<file path="src/rtl/avalon_slave_regfile_if.sv">
// Avalon-MM bus bundle between the master stage and the register-file slave.
interface avalon_slave_regfile_if #(
   parameter int unsigned ADDR_W = 4,
   parameter int unsigned DATA_W = 4
);
   logic [ADDR_W-1:0] address;
   logic              write;
   logic [DATA_W-1:0] writedata;
   logic              read;
   logic [DATA_W-1:0] readdata;
   logic              waitrequest;

   modport master (
      output address, write, writedata, read,
      input  readdata, waitrequest
   );

   modport slave (
      input  address, write, writedata, read,
      output readdata, waitrequest
   );
endinterface

</file>
<file path="src/rtl/avalon_slave_regfile.sv">
// Avalon-MM register-file slave with programmable wait states, a committed-write
// counter and a sticky flag for master protocol violations.
module avalon_slave_regfile #(
   parameter int unsigned ADDR_W      = 4,
   parameter int unsigned DATA_W      = 4,
   parameter int unsigned WAIT_STATES = 1,
   parameter int unsigned COUNT_W     = 8
) (
   input  logic                      clock,
   input  logic                      reset_n,
   avalon_slave_regfile_if.slave     bus,
   output logic [COUNT_W-1:0]        write_count,
   output logic                      protocol_error
);
   localparam int unsigned DEPTH = 2 ** ADDR_W;
   localparam logic [7:0]  CNT_INIT = (WAIT_STATES > 0) ? 8'(WAIT_STATES - 1) : 8'd0;

   typedef enum logic [1:0] {
      ST_IDLE,
      ST_WAIT,
      ST_ACK
   } state_e;

   state_e              state_q, state_d;
   logic [7:0]          cnt_q, cnt_d;
   logic                is_wr_q, is_wr_d;
   logic [ADDR_W-1:0]   addr_q, addr_d;
   logic [DATA_W-1:0]   rdata_q, rdata_d;
   logic [DATA_W-1:0]   regs_q [DEPTH];
   logic [DATA_W-1:0]   regs_d [DEPTH];
   logic [COUNT_W-1:0]  count_q, count_d;
   logic                err_q, err_d;
   logic                wait_q, wait_d;
   logic                req;

   assign req = bus.write | bus.read;

   always_comb begin
      state_d = state_q;
      cnt_d   = cnt_q;
      is_wr_d = is_wr_q;
      addr_d  = addr_q;
      rdata_d = rdata_q;
      regs_d  = regs_q;
      count_d = count_q;
      err_d   = err_q;

      if (bus.write && bus.read) err_d = 1'b1;

      case (state_q)
         ST_IDLE: begin
            if (req) begin
               // write wins when both strobes are high
               is_wr_d = bus.write;
               addr_d  = bus.address;
               if (WAIT_STATES == 0) begin
                  state_d = ST_ACK;
                  if (!bus.write) rdata_d = regs_q[bus.address];
               end else begin
                  state_d = ST_WAIT;
                  cnt_d   = CNT_INIT;
               end
            end
         end
         ST_WAIT: begin
            if (!req || (bus.write != is_wr_q)) begin
               state_d = ST_IDLE;
               err_d   = 1'b1;
            end else begin
               if (bus.address != addr_q) err_d = 1'b1;
               addr_d = bus.address;
               if (cnt_q == 8'd0) begin
                  state_d = ST_ACK;
                  if (!is_wr_q) rdata_d = regs_q[bus.address];
               end else begin
                  cnt_d = cnt_q - 8'd1;
               end
            end
         end
         ST_ACK: begin
            state_d = ST_IDLE;
            if (!req || (bus.write != is_wr_q)) begin
               err_d = 1'b1;
            end else if (is_wr_q) begin
               regs_d[bus.address] = bus.writedata;
               count_d             = count_q + COUNT_W'(1);
            end
         end
         default: state_d = ST_IDLE;
      endcase

      wait_d = (state_d != ST_ACK);
   end

   always_ff @(posedge clock) begin
      if (!reset_n) begin
         state_q <= ST_IDLE;
         cnt_q   <= '0;
         is_wr_q <= 1'b0;
         addr_q  <= '0;
         rdata_q <= '0;
         regs_q  <= '{default: '0};
         count_q <= '0;
         err_q   <= 1'b0;
         wait_q  <= 1'b1;
      end else begin
         state_q <= state_d;
         cnt_q   <= cnt_d;
         is_wr_q <= is_wr_d;
         addr_q  <= addr_d;
         rdata_q <= rdata_d;
         regs_q  <= regs_d;
         count_q <= count_d;
         err_q   <= err_d;
         wait_q  <= wait_d;
      end
   end

   assign bus.readdata    = rdata_q;
   assign bus.waitrequest = wait_q;
   assign write_count     = count_q;
   assign protocol_error  = err_q;
endmodule
</file>
<file path="src/flat_wrapper.sv">
// flat-port wrapper written by rule: the top's interface ports become plain ports
module avalon_slave_regfile_flat 
#(
   parameter int unsigned ADDR_W      = 4,
   parameter int unsigned DATA_W      = 4,
   parameter int unsigned WAIT_STATES = 1,
   parameter int unsigned COUNT_W     = 8
)
  (clock, reset_n, write_count, protocol_error, bus_address, bus_write, bus_writedata, bus_read, bus_readdata, bus_waitrequest);
  avalon_slave_regfile_if #(.ADDR_W(ADDR_W), .DATA_W(DATA_W)) bus_i ();
  input  logic clock;
  input  logic reset_n;
  output logic [COUNT_W-1:0] write_count;
  output logic protocol_error;
  input wire logic [$bits(bus_i.address)-1:0] bus_address;
  input wire logic [$bits(bus_i.write)-1:0] bus_write;
  input wire logic [$bits(bus_i.writedata)-1:0] bus_writedata;
  input wire logic [$bits(bus_i.read)-1:0] bus_read;
  output wire logic [$bits(bus_i.readdata)-1:0] bus_readdata;
  output wire logic [$bits(bus_i.waitrequest)-1:0] bus_waitrequest;
  assign bus_i.address = bus_address;
  assign bus_i.write = bus_write;
  assign bus_i.writedata = bus_writedata;
  assign bus_i.read = bus_read;
  assign bus_readdata = bus_i.readdata;
  assign bus_waitrequest = bus_i.waitrequest;
  avalon_slave_regfile #(.ADDR_W(ADDR_W), .DATA_W(DATA_W), .WAIT_STATES(WAIT_STATES), .COUNT_W(COUNT_W)) u_core (.clock(clock), .reset_n(reset_n), .bus(bus_i), .write_count(write_count), .protocol_error(protocol_error));
endmodule
</file>
<file path="config.mk">
export PLATFORM = sky130hd
export DESIGN_NAME = avalon_slave_regfile_flat
export DESIGN_NICKNAME = d
export VERILOG_FILES = /design/src/rtl/avalon_slave_regfile_if.sv /design/src/rtl/avalon_slave_regfile.sv /design/src/flat_wrapper.sv
export SDC_FILE = /design/constraint.sdc
export NUM_CORES = 1
export LEC_CHECK = 0
export ABC_AREA = 1
export BUFFER_PORTS_ARGS = -buffer_cell sky130_fd_sc_hd__buf_2
export CORE_MARGIN = 2
export CORE_UTILIZATION = 35
export CTS_CLUSTER_DIAMETER = 100
export DETAILED_ROUTE_END_ITERATION = 6
export RECOVER_POWER = 50
export SYNTH_ARGS = -nofsm -noshare
export SYNTH_HDL_FRONTEND = slang
export SYNTH_SLANG_ARGS = --single-unit
export TNS_END_PERCENT = 30
</file>
<file path="constraint.sdc">
create_clock -name clock -period 2.1 [get_ports clock]
set_input_delay 0.21 -clock clock [delete_from_list [all_inputs] [get_ports clock]]
set_output_delay 0.21 -clock clock [all_outputs]
set_load 0.05 [all_outputs]
</file>
==> impl_results.md <==
* Worst relative slew slack at 58.33%
* Die width at 116.7 um
* Post-Route WL at 11,050 um
* Simple-gate share of the synthesized area at 27.96%
* Root Driver: clkbuf_16
* Nets at 692
* Most common cell after layout, fill and taps aside: nand2_1
* Worst hold stages at 3
* Vias in the first global route at 3,966
* Clock sink count at 93
* R2R cell count at 8
* Pleak at 2.228 nW
* Largest net degree at the start of global routing at 32
* Crit-path slowest cell: dfxtp_1
* Critical Path Start Type: flop
* Peak VDD IR at 0.4609 mV
* Mapped Area at 0.004443 sq mm
* HP Start: bus_write
* Fin crit period at 1.800 ns
* CTS tree: done
* Boundary Pins at 26
* Adder-Cell Fraction of Synth Area at 1.408%
* Max Clock Freq at 555.7 MHz
* Max_cap viols at 0
* Reg-to-reg endpoint: u_core.regs_q[54]
* ANT nets after route at 0
* IO buf count at 25
* Synth Warn # at 0
* Iteration-0 DRC Markers at 303
* Die area at 0.01361 sq mm
* Setup TNS at 0 ns
* Hold_buf cts at 0
* Synth-to-Final Area Change at 12.50%
* Flop2flop setup slack at 0.30 ns
* Buf/Inv on CP at 2
* Worst-margin pin slew at 0.6243 ns
* # DRC at 0
* Final setup violation count at 0
* Cells resized by post-CTS repair at 0
* Worst-path fanout max at 9
* Cells after DPL at 836
* Endpoints failing hold at 0
* Initial antenna violation count at 0
* Post-synth cell types at 26
* First-pass GRT wire length at 18,890 um
* Tot GR Track Use at 17.46%
* Skew final at 0.006670 ns
* Critical path's largest stage delay at 0.38 ns
* Top delay family on crit path: simple AND/OR/NAND/NOR gates
* H-tree Lvls at 3
* RSZ-0062 raised after global routing: false
* WHS Endpoint: u_core.is_wr_q
* Worst endpoint required time at 2.30 ns
* Worst path arrival time at 2.00 ns
* Setup bufs post-CTS at 0
* # rows at 41
* Synthesized net count at 674
* Cts bufs inserted at 9
* Min-delay worst type: primary input to flop
* Register area share after synthesis at 41.90%
* XOR/XNOR Fraction of Synth Area at 0.7885%
* Crit Reg-Reg Startpoint: u_core.state_q[0]
* DPL Wire Length at 7668 um
* Largest family of logic cells by synthesized area: simple AND/OR/NAND/NOR gates
* Initial Util at 35.50%
* Fin crit share at 85.70%
* Kind of critical path: flop to flop
* DR vias/cell at 4.899
* Worst path cell trace: inv_1 > ha_1 > nand3_4 > nor3_2 > nand2_1 > clkinvlp_2 > o21ai_0 > a21oi_1
* WL per Instance at 12.97 um
* FF+latch count, synth at 93
* Die Height at 116.7 um
* Compound-Gate Fraction of Synth Area at 19.57%
* Pwr/cell area at 842.1 mW/mm^2
* Share of layout cells above drive strength 1 at 8.824%
* Antenna cells at 0
* Clock tree buffer depth at 2
* DR pass1 iterations at 5
* Core Area at 0.01252 sq mm
* Fin. max-slew vios at 0
* Critical Path Sink Type: flop
* Worst-skew pair later-pin latency at 0.34 ns
* Most frequent cells in the layout: 236 x nand2_1, 93 x dfxtp_1, 84 x o21ai_0
* Post-synthesis mux area share at 0%
* Global route total overflow at 0
* Status: finished clean
* Routability Congestion at 0.8655
* Layout Cells excl Fill at 852
* Via count at 4,174
* Syn_area_per_cell at 6.763 sq um
* Mapped Cells at 657
* Clk slew on worst S/H paths at 0.06 ns
-- cell usage after synthesis --
cell	count	share of area (%)
buf_2	10	1.1
buf_6	2	0.51
a31o_2	1	0.20
nor3_1	1	0.11
ha_1	5	1.4
xor2_1	3	0.59
nor2_4	3	0.76
inv_2	5	0.42
clkbuf_1	11	0.93
dfxtp_1	93	42
nor2_2	1	0.14
nand2_2	2	0.28
clkinv_2	11	1.2
nand3_4	2	0.79
xnor2_1	1	0.20
nand3_1	9	1.0
nand4_1	2	0.28
buf_4	4	0.68
nand2_1	235	20
nor2_1	40	3.4
nand2_4	1	0.25
nor3_4	3	1.1
inv_1	41	3.5
a21oi_1	83	9.3
a31oi_1	4	0.56
o21ai_0	84	9.5
-- registers in the layout, summed over array words and instances, names as in the netlist --
name                    count
u_core.addr_q               4
u_core.state_q              2
u_core.is_wr_q              1
u_core.protocol_error       1
u_core.bus.waitrequest      1
u_core.cnt_q                8
u_core.bus.readdata         4
u_core.write_count          8
u_core.regs_q              64
-- logic make-up (layout without fill, tap and decap cells) --
family | count (synthesis) | count (layout)
compound gates | 172 | 172
xor+xnor | 4 | 4
fa+ha+maj | 5 | 5
buf+inv | 84 | 107
flops | 93 | 93
simple gates | 299 | 299
-- per-stage QoR --
| step | setup slack, ns | utilization [%] | power, mW | instance area (sq um) | hold slack [ns] |
|---|---|---|---|---|---|
| CTS | 0.3601 | 40.21 | 4.260 | 5034 | 0.1805 |
| global route | 0.1151 | 39.93 | 4.417 | 4999 | 0.1966 |
| floorplan | 0.5822 | - | 2.367 | 4443 | 0.3486 |
| global placement | 0.4411 | 37.61 | 2.488 | 4707 | 0.4334 |
| finish | 0.3003 | 39.93 | 4.209 | 4999 | 0.1913 |
| detailed placement | 0.3768 | 37.61 | 2.497 | 4707 | 0.4380 |
-- worst max-delay path by stage --
stage | startpoint | end | cells past startpoint
6_report | u_core.state_q[0] | u_core.regs_q[54] | 8
3_3_place_gp | u_core.cnt_q[0] | u_core.cnt_q[0] | 9
5_1_grt | u_core.state_q[0] | u_core.regs_q[54] | 8
3_5_place_dp | u_core.state_q[0] | u_core.regs_q[29] | 7
2_1_floorplan | u_core.cnt_q[0] | u_core.cnt_q[0] | 9
4_1_cts | u_core.state_q[0] | u_core.regs_q[29] | 7
-- report_power, final --
part | switching [mW] | internal, mW
combinational | 0.413 | 0.181
sequential | 0.0401 | 1.82
clock | 0.652 | 1.10
-- worst reg2reg max path, delay by kind of cell, from the launching register on --
family	cells	cell delay, ns
AND/OR/NAND/NOR	3	0.40
flip-flops	1	0.38
buffers and inverters	2	0.32
AO/OA/AOI/OAI	2	0.32
adder cells (fa/ha/maj)	1	0.24
-- area by class of cell --
cell class                 instances  area (sq um)
multi-input combinational        480          2192
clock buffer                      12         256.5
sequential                        93          1862
fill                            1332          7518
tap                              172         215.2
inverter                          57         227.7
timing repair buffer              34         175.2
clock inverter                     4         70.07
-- layer usage --
| metal | share of wire, % | global-route usage, % | routed length (um) | vias up |
|---|---|---|---|---|
| met1 | 48 | 23.01 | 5351 | 1935 |
| met4 | 1.7 | 6.118 | 185 | 0 |
| li1 | - | - | - | 2142 |
| met3 | 3.2 | 3.166 | 352 | 15 |
| met5 | 0 | 0 | 0 | - |
| met2 | 47 | 28.80 | 5164 | 82 |
Power figures use the tool's default switching activity.
